<file path="src/rtl/wb_scoreboard_if.sv">
// wb_scoreboard_if: decode/writeback/control bundle between pipeline and register-write scoreboard
interface wb_scoreboard_if #(
  parameter int REG_W    = 3,
  parameter int NUM_REGS = 8
);
  logic                issue_valid;
  logic                issue_wr_en;
  logic [REG_W-1:0]    issue_dst;
  logic                src1_valid;
  logic [REG_W-1:0]    src1;
  logic                src2_valid;
  logic [REG_W-1:0]    src2;
  logic                retire_valid;
  logic [REG_W-1:0]    retire_reg;
  logic                flush;
  logic                drain_req;
  logic                stall;
  logic                drain_done;
  logic [NUM_REGS-1:0] pending;
  logic                err;
  modport master (
    output issue_valid, issue_wr_en, issue_dst, src1_valid, src1, src2_valid, src2,
           retire_valid, retire_reg, flush, drain_req,
    input  stall, drain_done, pending, err
  );
  modport slave (
    input  issue_valid, issue_wr_en, issue_dst, src1_valid, src1, src2_valid, src2,
           retire_valid, retire_reg, flush, drain_req,
    output stall, drain_done, pending, err
  );
endinterface

</file>
<file path="src/rtl/wb_scoreboard.sv">
// wb_scoreboard: per-register pending-write counters with RAW/saturation stall and flush/drain FSM
// Define WB_SCOREBOARD_BYPASS_EN to let a same-cycle final retire satisfy a source hazard.
module wb_scoreboard #(
  parameter int NUM_REGS = 8,
  parameter int REG_W    = 3,
  parameter int CNT_W    = 2
) (
  input logic clk,
  input logic rst,
  wb_scoreboard_if.slave bus_io
);
`ifdef WB_SCOREBOARD_BYPASS_EN
  localparam bit BYP = 1'b1;
`else
  localparam bit BYP = 1'b0;
`endif
  localparam logic [CNT_W-1:0] CNT_MAX = '1;
  localparam logic [CNT_W-1:0] CNT_ONE = CNT_W'(1);
  typedef enum logic [1:0] {RUN, DRAIN, DONE, HOLD} state_e;
  state_e              state_q, state_d;
  logic [CNT_W-1:0]    cnt_q [NUM_REGS];
  logic [CNT_W-1:0]    cnt_d [NUM_REGS];
  logic [NUM_REGS-1:0] pend_q, pend_d;
  logic                err_q, err_d, dd_q;
  logic                haz1, haz2, sat, stall, accept, all_zero;
  logic                rv;
  logic [REG_W-1:0]    rr;
  assign rv = bus_io.retire_valid;
  assign rr = bus_io.retire_reg;
  // A retire that empties the counter this cycle is visible through the regfile bypass
  assign haz1 = bus_io.src1_valid && cnt_q[bus_io.src1] != '0 &&
                !(BYP && rv && rr == bus_io.src1 && cnt_q[bus_io.src1] == CNT_ONE);
  assign haz2 = bus_io.src2_valid && cnt_q[bus_io.src2] != '0 &&
                !(BYP && rv && rr == bus_io.src2 && cnt_q[bus_io.src2] == CNT_ONE);
  assign sat = bus_io.issue_wr_en && cnt_q[bus_io.issue_dst] == CNT_MAX &&
               !(rv && rr == bus_io.issue_dst);
  assign stall  = state_q != RUN || (bus_io.issue_valid && (haz1 || haz2 || sat));
  assign accept = bus_io.issue_valid && !stall;
  always_comb begin
    all_zero = 1'b1;
    pend_d   = '0;
    for (int i = 0; i < NUM_REGS; i++) begin
      cnt_d[i] = bus_io.flush ? '0 :
                 (accept && bus_io.issue_wr_en && bus_io.issue_dst == REG_W'(i)) ?
                   ((rv && rr == REG_W'(i)) ? cnt_q[i] : cnt_q[i] + CNT_ONE) :
                 (rv && rr == REG_W'(i) && cnt_q[i] != '0) ? cnt_q[i] - CNT_ONE : cnt_q[i];
      pend_d[i] = cnt_d[i] != '0;
      all_zero  = all_zero && cnt_d[i] == '0;
    end
    err_d   = err_q || (!bus_io.flush && rv && cnt_q[rr] == '0);
    state_d = state_q == RUN   ? (bus_io.drain_req ? DRAIN : RUN) :
              state_q == DRAIN ? (all_zero ? DONE : DRAIN) :
              (bus_io.drain_req ? HOLD : RUN);
  end
  always_ff @(posedge clk) begin
    if (rst) begin
      cnt_q   <= '{default: '0};
      state_q <= RUN;
      pend_q  <= '0;
      err_q   <= 1'b0;
      dd_q    <= 1'b0;
    end else begin
      cnt_q   <= cnt_d;
      state_q <= state_d;
      pend_q  <= pend_d;
      err_q   <= err_d;
      dd_q    <= state_d == DONE;
    end
  end
  assign bus_io.stall      = stall;
  assign bus_io.pending    = pend_q;
  assign bus_io.err        = err_q;
  assign bus_io.drain_done = dd_q;
endmodule
</file>
<file path="src/flat_wrapper.sv">
// flat-port wrapper written by rule: the top's interface ports become plain ports
module wb_scoreboard_flat 
#(
  parameter int NUM_REGS = 8,
  parameter int REG_W    = 3,
  parameter int CNT_W    = 2
)
  (clk, rst, bus_io_issue_valid, bus_io_issue_wr_en, bus_io_issue_dst, bus_io_src1_valid, bus_io_src1, bus_io_src2_valid, bus_io_src2, bus_io_retire_valid, bus_io_retire_reg, bus_io_flush, bus_io_drain_req, bus_io_stall, bus_io_drain_done, bus_io_pending, bus_io_err);
  wb_scoreboard_if #(.REG_W(REG_W), .NUM_REGS(NUM_REGS)) bus_io_i ();
  input logic clk;
  input logic rst;
  input wire logic [$bits(bus_io_i.issue_valid)-1:0] bus_io_issue_valid;
  input wire logic [$bits(bus_io_i.issue_wr_en)-1:0] bus_io_issue_wr_en;
  input wire logic [$bits(bus_io_i.issue_dst)-1:0] bus_io_issue_dst;
  input wire logic [$bits(bus_io_i.src1_valid)-1:0] bus_io_src1_valid;
  input wire logic [$bits(bus_io_i.src1)-1:0] bus_io_src1;
  input wire logic [$bits(bus_io_i.src2_valid)-1:0] bus_io_src2_valid;
  input wire logic [$bits(bus_io_i.src2)-1:0] bus_io_src2;
  input wire logic [$bits(bus_io_i.retire_valid)-1:0] bus_io_retire_valid;
  input wire logic [$bits(bus_io_i.retire_reg)-1:0] bus_io_retire_reg;
  input wire logic [$bits(bus_io_i.flush)-1:0] bus_io_flush;
  input wire logic [$bits(bus_io_i.drain_req)-1:0] bus_io_drain_req;
  output wire logic [$bits(bus_io_i.stall)-1:0] bus_io_stall;
  output wire logic [$bits(bus_io_i.drain_done)-1:0] bus_io_drain_done;
  output wire logic [$bits(bus_io_i.pending)-1:0] bus_io_pending;
  output wire logic [$bits(bus_io_i.err)-1:0] bus_io_err;
  assign bus_io_i.issue_valid = bus_io_issue_valid;
  assign bus_io_i.issue_wr_en = bus_io_issue_wr_en;
  assign bus_io_i.issue_dst = bus_io_issue_dst;
  assign bus_io_i.src1_valid = bus_io_src1_valid;
  assign bus_io_i.src1 = bus_io_src1;
  assign bus_io_i.src2_valid = bus_io_src2_valid;
  assign bus_io_i.src2 = bus_io_src2;
  assign bus_io_i.retire_valid = bus_io_retire_valid;
  assign bus_io_i.retire_reg = bus_io_retire_reg;
  assign bus_io_i.flush = bus_io_flush;
  assign bus_io_i.drain_req = bus_io_drain_req;
  assign bus_io_stall = bus_io_i.stall;
  assign bus_io_drain_done = bus_io_i.drain_done;
  assign bus_io_pending = bus_io_i.pending;
  assign bus_io_err = bus_io_i.err;
  wb_scoreboard #(.NUM_REGS(NUM_REGS), .REG_W(REG_W), .CNT_W(CNT_W)) u_core (.clk(clk), .rst(rst), .bus_io(bus_io_i));
endmodule
</file>
<file path="config.mk">
export PLATFORM = sky130hd
export DESIGN_NAME = wb_scoreboard_flat
export DESIGN_NICKNAME = d
export VERILOG_FILES = /design/src/rtl/wb_scoreboard_if.sv /design/src/rtl/wb_scoreboard.sv /design/src/flat_wrapper.sv
export SDC_FILE = /design/constraint.sdc
export NUM_CORES = 1
export LEC_CHECK = 0
export CORE_MARGIN = 8
export CORE_UTILIZATION = 59
export DETAILED_ROUTE_END_ITERATION = 8
export PLACE_DENSITY_LB_ADDON = 0.3
export SETUP_SLACK_MARGIN = 0.3
export SLEW_MARGIN = 40
export SYNTH_ARGS = -nofsm -noshare
export SYNTH_HDL_FRONTEND = slang
export SYNTH_SLANG_ARGS = --single-unit
</file>
<file path="constraint.sdc">
create_clock -name clk -period 5.06 [get_ports clk]
set_clock_uncertainty 0.2 [all_clocks]
set_input_delay 1.012 -clock clk [delete_from_list [all_inputs] [get_ports clk]]
set_output_delay 1.012 -clock clk [all_outputs]
set_load 0.01 [all_outputs]
</file>
==> impl_metrics.tcl <==
set metrics [dict create \
    status "completed" \
    die_w_um 77.8 \
    min_from "u_core.bus_io.err" \
    place_congestion 0.966 \
    rsz0062_at_grt "false" \
    synthCells 280 \
    n_fill_cell 297 \
    dpl.hpwl_um 4840 \
    yosysSeqAreaShare_pct 24.9 \
    syn_area_per_cell_um2 8.05 \
    crit_type "primary input to primary output" \
    cts_max_level 1 \
    multi_input_comb_area_um2 1590 \
    diodes 0 \
    layout_commonest_cell "nor2_1" \
    fin_nets 342 \
    instances_no_fill 360 \
    fmax_mhz 214 \
    maxCapViolCount 0 \
    core_area_um2 3660 \
    start_util_pct 61.6 \
    die_area_um2 6050 \
    critPathCaptureType "primary output" \
    wl_um 6240 \
    drc_errors 0 \
    drt_iter0_markers 261 \
    cts.hold.buffers_added 0 \
    seqCellArea_um2 561 \
    ys_seq_elements 28 \
    num_rows 22 \
    crit_required_ns 3.85 \
    most-common-layout-cells "31 x nor2_1, 30 x clkdlybuf4s50_1, 28 x dfxtp_1, 18 x inv_1, 18 x nand2_1" \
    grt_max_degree 19 \
    ir_drop_mv 0.165 \
    ant_nets 0 \
    tightest_slew_ns 0.643 \
    r2r-start "u_core.state_q[1]" \
    critPathLaunchType "primary input" \
    hold_viol 0 \
    area_growth_pct 19.9 \
    period_minus_slack_ns 4.67 \
    cp_data_arrival_time_ns 3.46 \
    hold_class "flop to flop" \
    io_pins 32 \
    gr-total-overflow 0 \
    viasPerCell 6.41 \
    cts_tree "built" \
    clock-sinks 28 \
    regToRegSetupSlack_ns 1.65 \
    syn_area_um2 2250 \
    dr.pass1.iters 6 \
    syn_nets 309 \
    finalCritPeriodShare_pct 92.4 \
    cts_buffer_depth 2 \
    gr-usage-all-layers_pct 20.4 \
    drive_gt1_share_pct 11.9 \
    path_max_fanout 7 \
    place.port_buffers 31 \
    synth-async-reset-ratio_pct 0 \
    synthFlopType "dfxtp_1" \
    cellLeakagePower_nw 0.896 \
    cts_buffers 3 \
    maxSlewViolCount 0 \
    max-slew-margin-rel_pct 56.8 \
    antenna_found_initial 0 \
    wl_per_cell_um 17.3 \
    synth_warnings 0 \
    setup_viol 0 \
    grt_pass1_vias 2140 \
    dp_cells 356 \
    final_util_pct 73.8 \
    clkTransAtPathRegs_ns 0.10 \
    clock_latency_ns 0.28 \
    totalNegativeSetupSlack_ns 0 \
    clockRootBuffer "clkbuf_8" \
    crit_start "bus_io_src2[1]" \
    grt_pass1_wl_um 10100 \
    yosysUniqueCellTypes 62 \
    power.density_nw_per_um2 192 \
    die_h_um 77.8 \
    synth_edf_count 0 \
    vias 2309 \
]
==> metal layers <==
metal	up-vias	global-route usage (%)	wire, µm
li1	1105	-	-
met4	0	10.2	193
met1	1086	25.2	2760
met2	99	32.6	2780
met5	-	0	0
met3	19	4.38	501
==> kinds of logic after synthesis <==
| kind of cell | Yosys count | synth area share (%) |
|---|---|---|
| AOI/OAI and AO/OA | 61 | 20.1 |
| xor gates and xnor gates | 9 | 3.83 |
| adders and majority gates | 8 | 4.44 |
| buffers and inverters | 27 | 4.94 |
| DFF | 28 | 24.9 |
| muxes | 13 | 7.44 |
| and+or+nand+nor | 134 | 34.4 |
==> Yosys cell counts (3+ instances only) <==
master    instances  area (µm²)
nor2_1           31         116
dfxtp_1          28         561
inv_1            18        67.6
nand2_1          18        67.6
nor3_1           17        85.1
a21oi_1          16        80.1
mux2i_1          10         100
or2_2             9        56.3
ha_1              8         100
o21ai_0           8        40.0
and2_1            7        43.8
nor3b_1           7        52.6
nor4_1            7        43.8
nand2b_1          6        37.5
xnor2_1           6        52.6
clkbuf_1          5        18.8
nand3_1           5        25.0
nand4_1           4        25.0
nor4b_1           4        35.0
a211oi_1          3        22.5
a311o_1           3        30.0
a31oi_1           3        18.8
mux4_2            3        67.6
nor2b_1           3        18.8
or3_1             3        18.8
==> critical path: stages <==
cell and delay, ns:
clkdlybuf4s50_1 0.58, or3b_1 0.37, a21oi_1 0.26, a2bb2oi_2 0.20, nand2_1 0.09, nor2_1 0.11, nand2_1 0.07, a211o_1 0.29
clkdlybuf4s50_1 0.48
==> registers in the layout (all words and copies together), names as in the netlist <==
| signal | count |
|---|---|
| u_core.bus_io.pending | 8 |
| u_core.bus_io.err | 1 |
| u_core.cnt_q | 16 |
| u_core.state_q | 2 |
| u_core.bus_io.drain_done | 1 |
==> worst paths after layout <==
check,cells past startpoint,endpoint
hold / removal,2,u_core.bus_io.err
setup reg to reg,9,u_core.state_q[0]
hold reg to reg,2,u_core.bus_io.err
setup / recovery,9,bus_io_stall
==> where the power goes <==
group | total, mW | switching (mW) | internal (mW)
Clock | 0.184 | 0.0776 | 0.106
Sequential | 0.228 | 0.00375 | 0.224
Combinational | 0.106 | 0.0562 | 0.0498
Total | 0.518 | 0.138 | 0.380
==> per-stage QoR <==
| step | area (µm²) | worst slack, ns | hold WS [ns] | total power, mW |
|---|---|---|---|---|
| final | 2700 | 0.385 | 0.296 | 0.518 |
| after global routing | 2700 | 0.312 | 0.316 | 0.536 |
| after CTS | 2690 | 0.348 | 0.302 | 0.515 |
| after detailed placement | 2620 | 0.364 | 0.276 | 0.336 |
| after global placement | 2620 | 0.402 | 0.253 | 0.334 |
| after floorplan | 2250 | 1.33 | 0.301 | 0.292 |
==> what timing repair did <==
| action | in CTS | in global routing |
|---|---|---|
| resized for setup | 0 | 2 |
| setup buffers | 0 | 0 |
| setup endpoints to repair | 0 | 1 |
| endpoints found under the hold margin | 0 | 0 |
==> cell type report <==
cell class	count	area share [%]
well taps	48	2.22
clock inverters	1	1.11
flip-flops and latches	28	20.8
inverters	19	2.64
multi-input cells	225	58.8
clock buffers	3	1.53
repair buffers	36	13.0
Note: power is estimated with default switching activity, not from simulation.
